$ cat src/rtl/csr_pkg.sv
// rtl/csr_pkg.sv - machine-mode CSR addresses, operation encoding and bit positions
package csr_pkg;

    localparam logic [11:0] CSR_MSTATUS  = 12'h300;
    localparam logic [11:0] CSR_MIE      = 12'h304;
    localparam logic [11:0] CSR_MTVEC    = 12'h305;
    localparam logic [11:0] CSR_MSCRATCH = 12'h340;
    localparam logic [11:0] CSR_MEPC     = 12'h341;
    localparam logic [11:0] CSR_MCAUSE   = 12'h342;
    localparam logic [11:0] CSR_MIP      = 12'h344;
    localparam logic [11:0] CSR_MCYCLE   = 12'hB00;
    localparam logic [11:0] CSR_MCYCLEH  = 12'hB80;

    typedef enum logic [1:0] {
        CSR_OP_NONE  = 2'b00,
        CSR_OP_WRITE = 2'b01,
        CSR_OP_SET   = 2'b10,
        CSR_OP_CLEAR = 2'b11
    } csr_op_e;

    localparam int MSTATUS_MIE  = 3;
    localparam int MSTATUS_MPIE = 7;
    localparam int MIE_MTIE     = 7;
    localparam int MIE_MEIE     = 11;
    localparam int MIP_MTIP     = 7;
    localparam int MIP_MEIP     = 11;

    localparam logic [31:0] MSTATUS_RESET = 32'h0000_1800;
    localparam logic [31:0] MIE_WMASK     = (32'h1 << MIE_MTIE) | (32'h1 << MIE_MEIE);

    function automatic logic [31:0] csr_apply(input csr_op_e op, input logic [31:0] old,
                                              input logic [31:0] wdata);
        case (op)
            CSR_OP_WRITE: csr_apply = wdata;
            CSR_OP_SET:   csr_apply = old | wdata;
            CSR_OP_CLEAR: csr_apply = old & ~wdata;
            default:      csr_apply = old;
        endcase
    endfunction

endpackage

$ cat src/rtl/csr_file_if.sv
// rtl/csr_file_if.sv - execute-stage / controller bundle into the CSR file
interface csr_file_if #(
    parameter int XLEN = 32
);
    logic [11:0]     addr;
    logic [XLEN-1:0] wdata;
    logic [1:0]      csr_op;
    logic            csr_rd;
    logic            csr_wr;
    logic [XLEN-1:0] pc;
    logic            trap;
    logic [XLEN-1:0] trap_cause;
    logic            mret;
    logic            timer_irq;
    logic            ext_irq;
    logic [XLEN-1:0] rdata;
    logic [XLEN-1:0] epc;
    logic            irq_req;
    logic            illegal;

    modport master (
        output addr, wdata, csr_op, csr_rd, csr_wr, pc, trap, trap_cause, mret,
               timer_irq, ext_irq,
        input  rdata, epc, irq_req, illegal
    );

    modport slave (
        input  addr, wdata, csr_op, csr_rd, csr_wr, pc, trap, trap_cause, mret,
               timer_irq, ext_irq,
        output rdata, epc, irq_req, illegal
    );
endinterface

$ cat src/rtl/csr_counter.sv
// rtl/csr_counter.sv - 64-bit free-running cycle counter with per-half load
module csr_counter (
    input  logic        clk,
    input  logic        rst,
    input  logic        i_inc_en,
    input  logic        i_load_lo,
    input  logic        i_load_hi,
    input  logic [31:0] i_load_val,
    output logic [63:0] o_count
);
    logic [63:0] r_count;

    // A load of either half freezes the whole counter for that cycle.
    always_ff @(posedge clk or posedge rst) begin
        if (rst) begin
            r_count <= '0;
        end else if (i_load_lo || i_load_hi) begin
            if (i_load_lo) r_count[31:0]  <= i_load_val;
            if (i_load_hi) r_count[63:32] <= i_load_val;
        end else if (i_inc_en) begin
            r_count <= r_count + 64'd1;
        end
    end

    assign o_count = r_count;
endmodule

$ cat src/rtl/csr_file.sv
// rtl/csr_file.sv - machine-mode CSR file with trap/mret sequencing and cycle counter
module csr_file
    import csr_pkg::*;
#(
    parameter int              XLEN        = 32,
    parameter logic [XLEN-1:0] MTVEC_RESET = '0
) (
    input  logic       clk,
    input  logic       rst,
    csr_file_if.slave  bus
);
    logic            r_st_mie;
    logic            r_st_mpie;
    logic [XLEN-1:0] r_mie;
    logic [XLEN-1:0] r_mtvec;
    logic [XLEN-1:0] r_mscratch;
    logic [XLEN-1:0] r_mepc;
    logic [XLEN-1:0] r_mcause;
    logic            r_mtip;
    logic            r_meip;

    logic [63:0]     w_mcycle;
    logic [XLEN-1:0] w_mstatus;
    logic [XLEN-1:0] w_mip;
    logic [XLEN-1:0] w_old;
    logic [XLEN-1:0] w_new;
    logic [XLEN-1:0] w_tvec_base;
    logic            w_mapped;
    logic            w_wr_go;
    logic            w_ld_lo;
    logic            w_ld_hi;

    assign w_mstatus = MSTATUS_RESET | (XLEN'(r_st_mie) << MSTATUS_MIE)
                                     | (XLEN'(r_st_mpie) << MSTATUS_MPIE);
    assign w_mip     = (XLEN'(r_mtip) << MIP_MTIP) | (XLEN'(r_meip) << MIP_MEIP);

    always_comb begin
        w_mapped = 1'b1;
        w_old    = '0;
        case (bus.addr)
            CSR_MSTATUS:  w_old = w_mstatus;
            CSR_MIE:      w_old = r_mie;
            CSR_MTVEC:    w_old = r_mtvec;
            CSR_MSCRATCH: w_old = r_mscratch;
            CSR_MEPC:     w_old = r_mepc;
            CSR_MCAUSE:   w_old = r_mcause;
            CSR_MIP:      w_old = w_mip;
            CSR_MCYCLE:   w_old = w_mcycle[31:0];
            CSR_MCYCLEH:  w_old = w_mcycle[63:32];
            default:      w_mapped = 1'b0;
        endcase
    end

    assign w_new = csr_apply(csr_op_e'(bus.csr_op), w_old, bus.wdata);

    // trap and mret each take the whole cycle; a concurrent CSR write is lost.
    assign w_wr_go = bus.csr_wr & w_mapped & ~bus.trap & ~bus.mret
                   & (csr_op_e'(bus.csr_op) != CSR_OP_NONE);
    assign w_ld_lo = w_wr_go & (bus.addr == CSR_MCYCLE);
    assign w_ld_hi = w_wr_go & (bus.addr == CSR_MCYCLEH);

    assign bus.rdata   = bus.csr_rd ? w_old : '0;
    assign bus.illegal = (bus.csr_rd | bus.csr_wr) & ~w_mapped;
    assign bus.irq_req = r_st_mie & (|(w_mip & r_mie));

    assign w_tvec_base = r_mtvec & ~XLEN'(3);

    always_comb begin
        bus.epc = r_mepc;
        if (bus.trap) begin
            if (r_mtvec[0] && bus.trap_cause[XLEN-1])
                bus.epc = w_tvec_base + (bus.trap_cause << 2);
            else
                bus.epc = w_tvec_base;
        end
    end

    always_ff @(posedge clk or posedge rst) begin
        if (rst) begin
            r_st_mie   <= 1'b0;
            r_st_mpie  <= 1'b0;
            r_mie      <= '0;
            r_mtvec    <= MTVEC_RESET;
            r_mscratch <= '0;
            r_mepc     <= '0;
            r_mcause   <= '0;
            r_mtip     <= 1'b0;
            r_meip     <= 1'b0;
        end else begin
            r_mtip <= bus.timer_irq;
            r_meip <= bus.ext_irq;
            if (bus.trap) begin
                r_mepc    <= bus.pc & ~XLEN'(3);
                r_mcause  <= bus.trap_cause;
                r_st_mpie <= r_st_mie;
                r_st_mie  <= 1'b0;
            end else if (bus.mret) begin
                r_st_mie  <= r_st_mpie;
                r_st_mpie <= 1'b1;
            end else if (w_wr_go) begin
                case (bus.addr)
                    CSR_MSTATUS: begin
                        r_st_mie  <= w_new[MSTATUS_MIE];
                        r_st_mpie <= w_new[MSTATUS_MPIE];
                    end
                    CSR_MIE:      r_mie      <= w_new & MIE_WMASK;
                    CSR_MTVEC:    r_mtvec    <= w_new & ~XLEN'(2);
                    CSR_MSCRATCH: r_mscratch <= w_new;
                    CSR_MEPC:     r_mepc     <= w_new & ~XLEN'(3);
                    CSR_MCAUSE:   r_mcause   <= w_new;
                    default: ;
                endcase
            end
        end
    end

    csr_counter u_counter (
        .clk        (clk),
        .rst        (rst),
        .i_inc_en   (~(w_ld_lo | w_ld_hi)),
        .i_load_lo  (w_ld_lo),
        .i_load_hi  (w_ld_hi),
        .i_load_val (w_new),
        .o_count    (w_mcycle)
    );
endmodule
$ cat src/flat_wrapper.sv
// flat-port wrapper written by rule: the top's interface ports become plain ports
module csr_file_flat import csr_pkg::*;
#(
    parameter int              XLEN        = 32,
    parameter logic [XLEN-1:0] MTVEC_RESET = '0
)
  (clk, rst, bus_addr, bus_wdata, bus_csr_op, bus_csr_rd, bus_csr_wr, bus_pc, bus_trap, bus_trap_cause, bus_mret, bus_timer_irq, bus_ext_irq, bus_rdata, bus_epc, bus_irq_req, bus_illegal);
  csr_file_if #(.XLEN(XLEN)) bus_i ();
  input  logic clk;
  input  logic rst;
  input wire logic [$bits(bus_i.addr)-1:0] bus_addr;
  input wire logic [$bits(bus_i.wdata)-1:0] bus_wdata;
  input wire logic [$bits(bus_i.csr_op)-1:0] bus_csr_op;
  input wire logic [$bits(bus_i.csr_rd)-1:0] bus_csr_rd;
  input wire logic [$bits(bus_i.csr_wr)-1:0] bus_csr_wr;
  input wire logic [$bits(bus_i.pc)-1:0] bus_pc;
  input wire logic [$bits(bus_i.trap)-1:0] bus_trap;
  input wire logic [$bits(bus_i.trap_cause)-1:0] bus_trap_cause;
  input wire logic [$bits(bus_i.mret)-1:0] bus_mret;
  input wire logic [$bits(bus_i.timer_irq)-1:0] bus_timer_irq;
  input wire logic [$bits(bus_i.ext_irq)-1:0] bus_ext_irq;
  output wire logic [$bits(bus_i.rdata)-1:0] bus_rdata;
  output wire logic [$bits(bus_i.epc)-1:0] bus_epc;
  output wire logic [$bits(bus_i.irq_req)-1:0] bus_irq_req;
  output wire logic [$bits(bus_i.illegal)-1:0] bus_illegal;
  assign bus_i.addr = bus_addr;
  assign bus_i.wdata = bus_wdata;
  assign bus_i.csr_op = bus_csr_op;
  assign bus_i.csr_rd = bus_csr_rd;
  assign bus_i.csr_wr = bus_csr_wr;
  assign bus_i.pc = bus_pc;
  assign bus_i.trap = bus_trap;
  assign bus_i.trap_cause = bus_trap_cause;
  assign bus_i.mret = bus_mret;
  assign bus_i.timer_irq = bus_timer_irq;
  assign bus_i.ext_irq = bus_ext_irq;
  assign bus_rdata = bus_i.rdata;
  assign bus_epc = bus_i.epc;
  assign bus_irq_req = bus_i.irq_req;
  assign bus_illegal = bus_i.illegal;
  csr_file #(.XLEN(XLEN), .MTVEC_RESET(MTVEC_RESET)) u_core (.clk(clk), .rst(rst), .bus(bus_i));
endmodule
$ cat config.mk
export PLATFORM = sky130hd
export DESIGN_NAME = csr_file_flat
export DESIGN_NICKNAME = d
export VERILOG_FILES = /design/src/rtl/csr_pkg.sv /design/src/rtl/csr_file_if.sv /design/src/rtl/csr_counter.sv /design/src/rtl/csr_file.sv /design/src/flat_wrapper.sv
export SDC_FILE = /design/constraint.sdc
export NUM_CORES = 1
export LEC_CHECK = 0
export BUFFER_PORTS_ARGS = -buffer_cell sky130_fd_sc_hd__buf_2
export CAP_MARGIN = 10
export CORE_AREA = 2 2 189 191
export DETAILED_ROUTE_END_ITERATION = 16
export DIE_AREA = 0 0 191 193
export MAX_ROUTING_LAYER = met4
export SYNTH_ARGS = -nofsm -noshare
export SYNTH_HDL_FRONTEND = slang
export SYNTH_HIERARCHICAL = 1
export SYNTH_SLANG_ARGS = --single-unit
$ cat constraint.sdc
create_clock -name clk -period 4.5 [get_ports clk]
set_clock_uncertainty 0.1 [all_clocks]
set_input_delay 0.45 -clock clk [delete_from_list [all_inputs] [get_ports clk]]
set_output_delay 0.45 -clock clk [all_outputs]
set_load 0.01 [all_outputs]
==> qor.txt, run 1 <==
Max Freq = 237 MHz
Vias/cell = 6.18
Ports = 184
HP Class = in2reg
worst skew pair latency = 450 ps
largest net degree at the start of global routing = 89
Worst Hold End = u_core/r_mtip$_DFF_PP0_
maxcap violations = 0
grt ovf = 0
yosys synthesis warning count = 6
FF-to-FF End = u_core/u_counter/o_count[46]$_DFFE_PP0P_
initial antenna violation count = 1
CTS Buf Count = 17
max-slew violations = 0
min-delay src = bus_timer_irq
fin nets = 1945
synthesized instance count = 1685
largest cells by area after synthesis = dfrtp_1 35%, nand2_1 4.9%, nor2_1 3.9%
vias in the first global route = 13075
H-Tree Depth = 4
R2R Setup Slk = 1480 ps
VDD IR max = 0.000158 V
largest family of logic cells by synthesized area = compound AO/OA/AOI/OAI gates
die area = 0.0369 mm^2
xor and xnor fraction of the mapped netlist area = 4.45%
DRC violations left = 0
routed len/inst = 22.9 um
P per Cell Area = 255 mW/mm^2
CTS tree = done
Async S/R FF share, synth = 100%
TNS Setup = 0 ps
critical path class = reg2out
area grow syn2layout = 13.6%
drt pass-1 iters = 6
Synth Register Bits = 195
Tmin final = 4210 ps
WL final = 52.1 mm
Inst Count DP = 2238
final setup vio count = 0
critical path data required time = 3950 ps
RSZ-0062 raised after global routing = no
Worst Tran Pin Value = 1170 ps
Synth top area share = 35.4%
synthesized area per cell = 8.18 um^2
CP Capture Type = primary output
ys flop type = dfrtp_1
Crit Path Max Fanout = 6
simple-gate area share of the yosys netlist = 21.7%
Hold Path Depth = 1
Core Footprint = 0.0350 mm^2
Row Count = 69
sequential-to-total area share from yosys stat = 35.4%
HPWL after DPL = 37.6 mm
Final Wtd Congestion = 0.982
mux contribution to synthesized area = 3.41%
startpoint types = flip-flop
die width = 191 um
Die Y = 193 um
post-synthesis adder-cell area fraction = 2.87%
Critical Path AT = 3660 ps
Sink Count = 195
DR iter-0 viols = 1367
port bufs = 179
most frequent cells in the layout = 195 x dfrtp_1, 180 x nand2_1, 178 x buf_2
reg2reg start = u_core/u_counter/o_count[0]$_DFFE_PP0P_
CTS Root Buffer Type = clkbuf_16
Worst-path clk slew = 80 ps
Slew HR = 19.7%
first-pass GRT wire length = 78.6 mm
DR vias = 14033
Synth Area in Compound Gates = 26.6%
number of enable flip-flop cells after synthesis = 0
CTS Buffer Depth = 2
final cell count without fillers = 2271
status = complete, no violations
GRT Util Overall = 28.8%
filler cell count = 3516
smallest hold slack = 15.8 ps
reg2reg path depth = 6
setup bufs post-CTS = 0
Final Hold Fails = 0
post-synthesis cell type count = 77
cell taking the most area after synthesis = dfrtp_1
post-layout util = 44.8%
antenna viol nets, final = 0
fin crit share = 93.7%
PnR Total Power = 3990 uW
synthesized area = 0.0138 mm^2
commonest non-fill, non-tap cell in the layout = dfrtp_1
Leakage = 0.00688 uW
Initial Util = 39.4%
share of cells above drive strength 1 = 15.9%
cells in the mapped netlist, types with 44 or more instances:
cell,n
dfrtp_1,195
nand2_1,181
nor2_1,145
clkbuf_1,105
a21oi_1,103
o21ai_0,102
a22oi_1,67
xnor2_1,57
inv_1,54
o21ai_1,53
nor2b_1,50
nand3_1,44
state kept, by name, indices dropped and copies added (netlist names), 2 cells and up:
register	cells
u_core/r_mepc	30
u_core/r_mtvec	31
u_core/u_counter/o_count	64
u_core/r_mie	2
u_core/r_mcause	32
u_core/r_mscratch	32
cell type report:
cell class / instances / area, um^2 / area share, %
clock inverter: 15 / 179 / 1.14
inverter: 56 / 215 / 1.37
tap: 461 / 577 / 3.68
sequential: 195 / 4880 / 31.2
antenna: 1 / 2.50 / 0.0160
clock buffer: 17 / 425 / 2.72
timing repair buffer: 221 / 1210 / 7.75
multi-input combinational: 1305 / 8170 / 52.2
power breakdown:
| part | leakage [uW] | switching [uW] | total [uW] | internal, uW |
|---|---|---|---|---|
| sequential | 0.00249 | 45.5 | 1850 | 1800 |
| combinational | 0.00409 | 327 | 516 | 189 |
| clock | 0.000292 | 743 | 1630 | 883 |
| total | 0.00688 | 1120 | 3990 | 2880 |
metrics by stage:
stage / setup slack, ps / cell area (um^2)
finish: 285 / 15700
global route: 14.9 / 15700
CTS: 270 / 15700
detailed placement: 238 / 15100
global placement: 320 / 15100
floorplan: 452 / 13800
per-layer routing:
metal | vias to the layer above | share of wire, % | track usage, %
met1 | 6888 | 45 | 39.6
met5 | - | 0 | -
met3 | 78 | 7.8 | 4.38
li1 | 6446 | - | -
met2 | 621 | 45 | 43.4
met4 | 0 | 2.6 | 9.63
worst max-delay path: stages, from the launching register on:
cell and delay (ps):
dfrtp_1 490, ha_1 430, nand2_1 100, o21a_1 210, or4_1 530, a31oi_1 260, o21ai_2 130, o221ai_1 170
a21oi_1 110, xnor2_1 130, o311ai_1 440, buf_2 220
what timing repair did:
action / in CTS / in global routing
endpoints found under the setup margin: 0 / 1
gates resized for setup: 0 / 1
hold buffers: 0 / 0
cells by family (layout without fill, tap and decap cells):
kind of cell | count (synthesis) | after routing
xor+xnor | 70 | 70
flops | 195 | 195
other cells | 1 | 3
simple gates | 604 | 604
compound gates | 552 | 552
fa+ha+maj | 31 | 31
mux | 46 | 46
buf+inv | 186 | 309
how the worst max path moves through the flow:
stage	to	cells after the start	startpoint	slack [ps]
3_3_place_gp	u_core/u_counter/o_count[50]$_DFFE_PP0P_	14	bus_addr[9]	320
2_1_floorplan	u_core/r_mcause[0]$_DFFE_PP0P_	1	rst	450
5_1_grt	bus_epc[22]	13	u_core/r_mtvec[2]$_DFFE_PP0P_	10
4_1_cts	bus_epc[31]	11	u_core/r_mtvec[18]$_DFFE_PP0P_	270
3_5_place_dp	u_core/u_counter/o_count[50]$_DFFE_PP0P_	14	bus_addr[9]	240
6_report	bus_epc[31]	11	u_core/r_mtvec[11]$_DFFE_PP0P_	290
(Power assumes the default switching activity.)
==> run 2: changes to the inputs <==
--- a/config.mk
+++ b/config.mk
@@ -7,10 +7,13 @@
 export LEC_CHECK = 0
 export BUFFER_PORTS_ARGS = -buffer_cell sky130_fd_sc_hd__buf_2
 export CAP_MARGIN = 10
+export CELL_PAD_IN_SITES_DETAIL_PLACEMENT = 0
+export CELL_PAD_IN_SITES_GLOBAL_PLACEMENT = 1
 export CORE_AREA = 2 2 189 191
 export DETAILED_ROUTE_END_ITERATION = 16
 export DIE_AREA = 0 0 191 193
 export MAX_ROUTING_LAYER = met4
+export PLACE_DENSITY_LB_ADDON = 0.1
 export SYNTH_ARGS = -nofsm -noshare
 export SYNTH_HDL_FRONTEND = slang
 export SYNTH_HIERARCHICAL = 1
==> run 2 against run 1 <==
Compared with the run above:
- the flow now finishes with violations (hold timing)
- sequential share of layout area shrank 0.067 points
- non-clock buffer count shrank 2
- sequential cell count is the same
- critical path depth is the same
- via count shrank 1.6%
- die area is the same
- combinational power grew 1%
- clock-buffer cell count is the same
- critical path type unchanged
- largest power group unchanged
- highest routed layer unchanged
==> qor.txt, run 2 (synthesis results as in run 1) <==
Tmin final = 4230 ps (+14.4 ps)
fin crit share = 94.0% (+0.32 points)
crit path from = u_core/r_mtvec[3]$_DFFE_PP0P_
final setup vio count = 0 (unchanged)
Ports = 184 (unchanged)
critical path class = reg2out
RSZ-0062 raised after global routing = no
PnR Total Power = 4020 uW (+0.64%)
CTS Buffer Depth = 2 (unchanged)
TNS Setup = 0 ps (unchanged)
fin nets = 1943 (-0.10%)
most frequent cells in the layout = 195 x dfrtp_1, 180 x nand2_1, 178 x buf_2
WL final = 55.6 mm (+6.8%)
Worst Tran Pin Value = 1140 ps (-30.3 ps)
HP Class = in2async
reg2reg start = u_core/u_counter/o_count[0]$_DFFE_PP0P_
Die Y = 193 um (unchanged)
Vias/cell = 6.09 (-1.5%)
filler cell count = 3519 (+0.085%)
Crit Path Max Fanout = 5 (-1)
critical path data required time = 3950 ps (about the same)
maxcap violations = 0 (unchanged)
DR iter-0 viols = 1381 (+1.0%)
Initial Util = 39.4% (unchanged)
pre-CTS WS = 429 ps (+191 ps)
Leakage = 0.00688 uW (about the same)
Core Footprint = 0.0350 mm^2 (unchanged)
VDD IR max = 0.000176 V (+12%)
setup bufs post-CTS = 0 (unchanged)
routed len/inst = 24.5 um (+6.9%)
Critical Path AT = 3680 ps (+20 ps)
CTS Buf Count = 17 (unchanged)
Slew HR = 23.6% (+4.0 points)
antenna viol nets, final = 0 (unchanged)
P per Cell Area = 256 mW/mm^2 (+0.42%)
violated checks = hold timing
H-Tree Depth = 4 (unchanged)
share of cells above drive strength 1 = 15.8% (-0.093 points)
DR vias = 13809 (-1.6%)
startpoint types = flip-flop
post-CTS resize count = 0 (unchanged)
Sink Count = 195 (unchanged)
final setup margin = 271 ps (-14.4 ps)
CTS Root Buffer Type = clkbuf_16
Row Count = 69 (unchanged)
number of flip-flops in the largest register = 64 (unchanged)
Diodes inserted = 0 (-1)
worst skew pair latency = 450 ps (about the same)
grt ovf = 0 (unchanged)
HPWL after DPL = 41.5 mm (+10%)
area grow syn2layout = 13.9%
largest net degree at the start of global routing = 85 (-4.5%)
DRC violations left = 0 (unchanged)
first-pass GRT wire length = 83.2 mm (+5.8%)
status = complete, but fails checks
Max Freq = 236 MHz (-0.34%)
Post-CTS Hold Buffers = 0 (unchanged)
initial antenna violation count = 0 (-1)
vias in the first global route = 12856 (-1.7%)
Worst-path clk slew = 80 ps (about the same)
commonest non-fill, non-tap cell in the layout = dfrtp_1
die width = 191 um (unchanged)
GRT Util Overall = 31.0% (+2.2 points)
CP Capture Type = primary output
port bufs = 179 (unchanged)
die area = 0.0369 mm^2 (unchanged)
Final Hold Fails = 4 (+4)
drt pass-1 iters = 5 (-1)
smallest hold slack = -5.94 ps (-21.8 ps)
max-slew violations = 0 (unchanged)
CTS tree = done
Final Wtd Congestion = 0.911 (-7.2%)
-- run 2: path summary, 6_finish.rpt --
| path | endpoint | slack (ps) | depth (start not counted) |
|---|---|---|---|
| setup reg to reg | u_core/u_counter/o_count[46]$_DFFE_PP0P_ | 1320 | 6 |
| hold reg to reg | u_core/r_mscratch[12]$_DFFE_PP0P_ | 390 | 2 |
| hold / removal | u_core/r_meip$_DFF_PP0_ | -6 | 2 |
| max in group asynchronous | u_core/u_counter/o_count[22]$_DFFE_PP0P_ | 3250 | 3 |
| setup / recovery | bus_epc[31] | 270 | 11 |
| min in group clk | u_core/r_meip$_DFF_PP0_ | 20 | 1 |
-- run 2: layout make-up --
cell class	instances	area (um^2)	share of cell area [%]
multi-input combinational	1305	8170	52.1
clock buffer	17	425	2.71
tap	461	577	3.67
inverter	56	215	1.37
timing repair buffer	219	1240	7.88
sequential	195	4880	31.1
clock inverter	15	190	1.21
-- run 2: critical path: stages, from the launching register on --
cell,delay [ps]
dfrtp_1,490
ha_1,340
a211oi_1,420
o211ai_1,270
nand3_1,260
a31oi_1,130
o21ai_1,290
o221ai_1,190
a21oi_1,210
xnor2_1,90
o311ai_1,340
buf_2,200
-- run 2: layer usage --
layer / GRT usage (%) / wire length, um
met3: 4.33 / 3950
met1: 45.6 / 26700
met2: 44.2 / 23800
met4: 8.77 / 1110
met5: - / 0
-- run 2: through the flow --
stage	instance area, um^2	utilization, %	std cells
floorplan	13800	-	1686
global placement	15100	43.1	2236
detailed placement	15100	43.1	2236
CTS	15700	44.9	2268
global route	15700	44.9	2268
finish	15700	44.9	2268
-- run 2: power by group --
group / total [uW] / leakage [uW] / internal, uW / switching (uW)
clock: 1630 / 0.000293 / 851 / 784
combinational: 523 / 0.00410 / 188 / 335
sequential: 1860 / 0.00249 / 1800 / 54.4
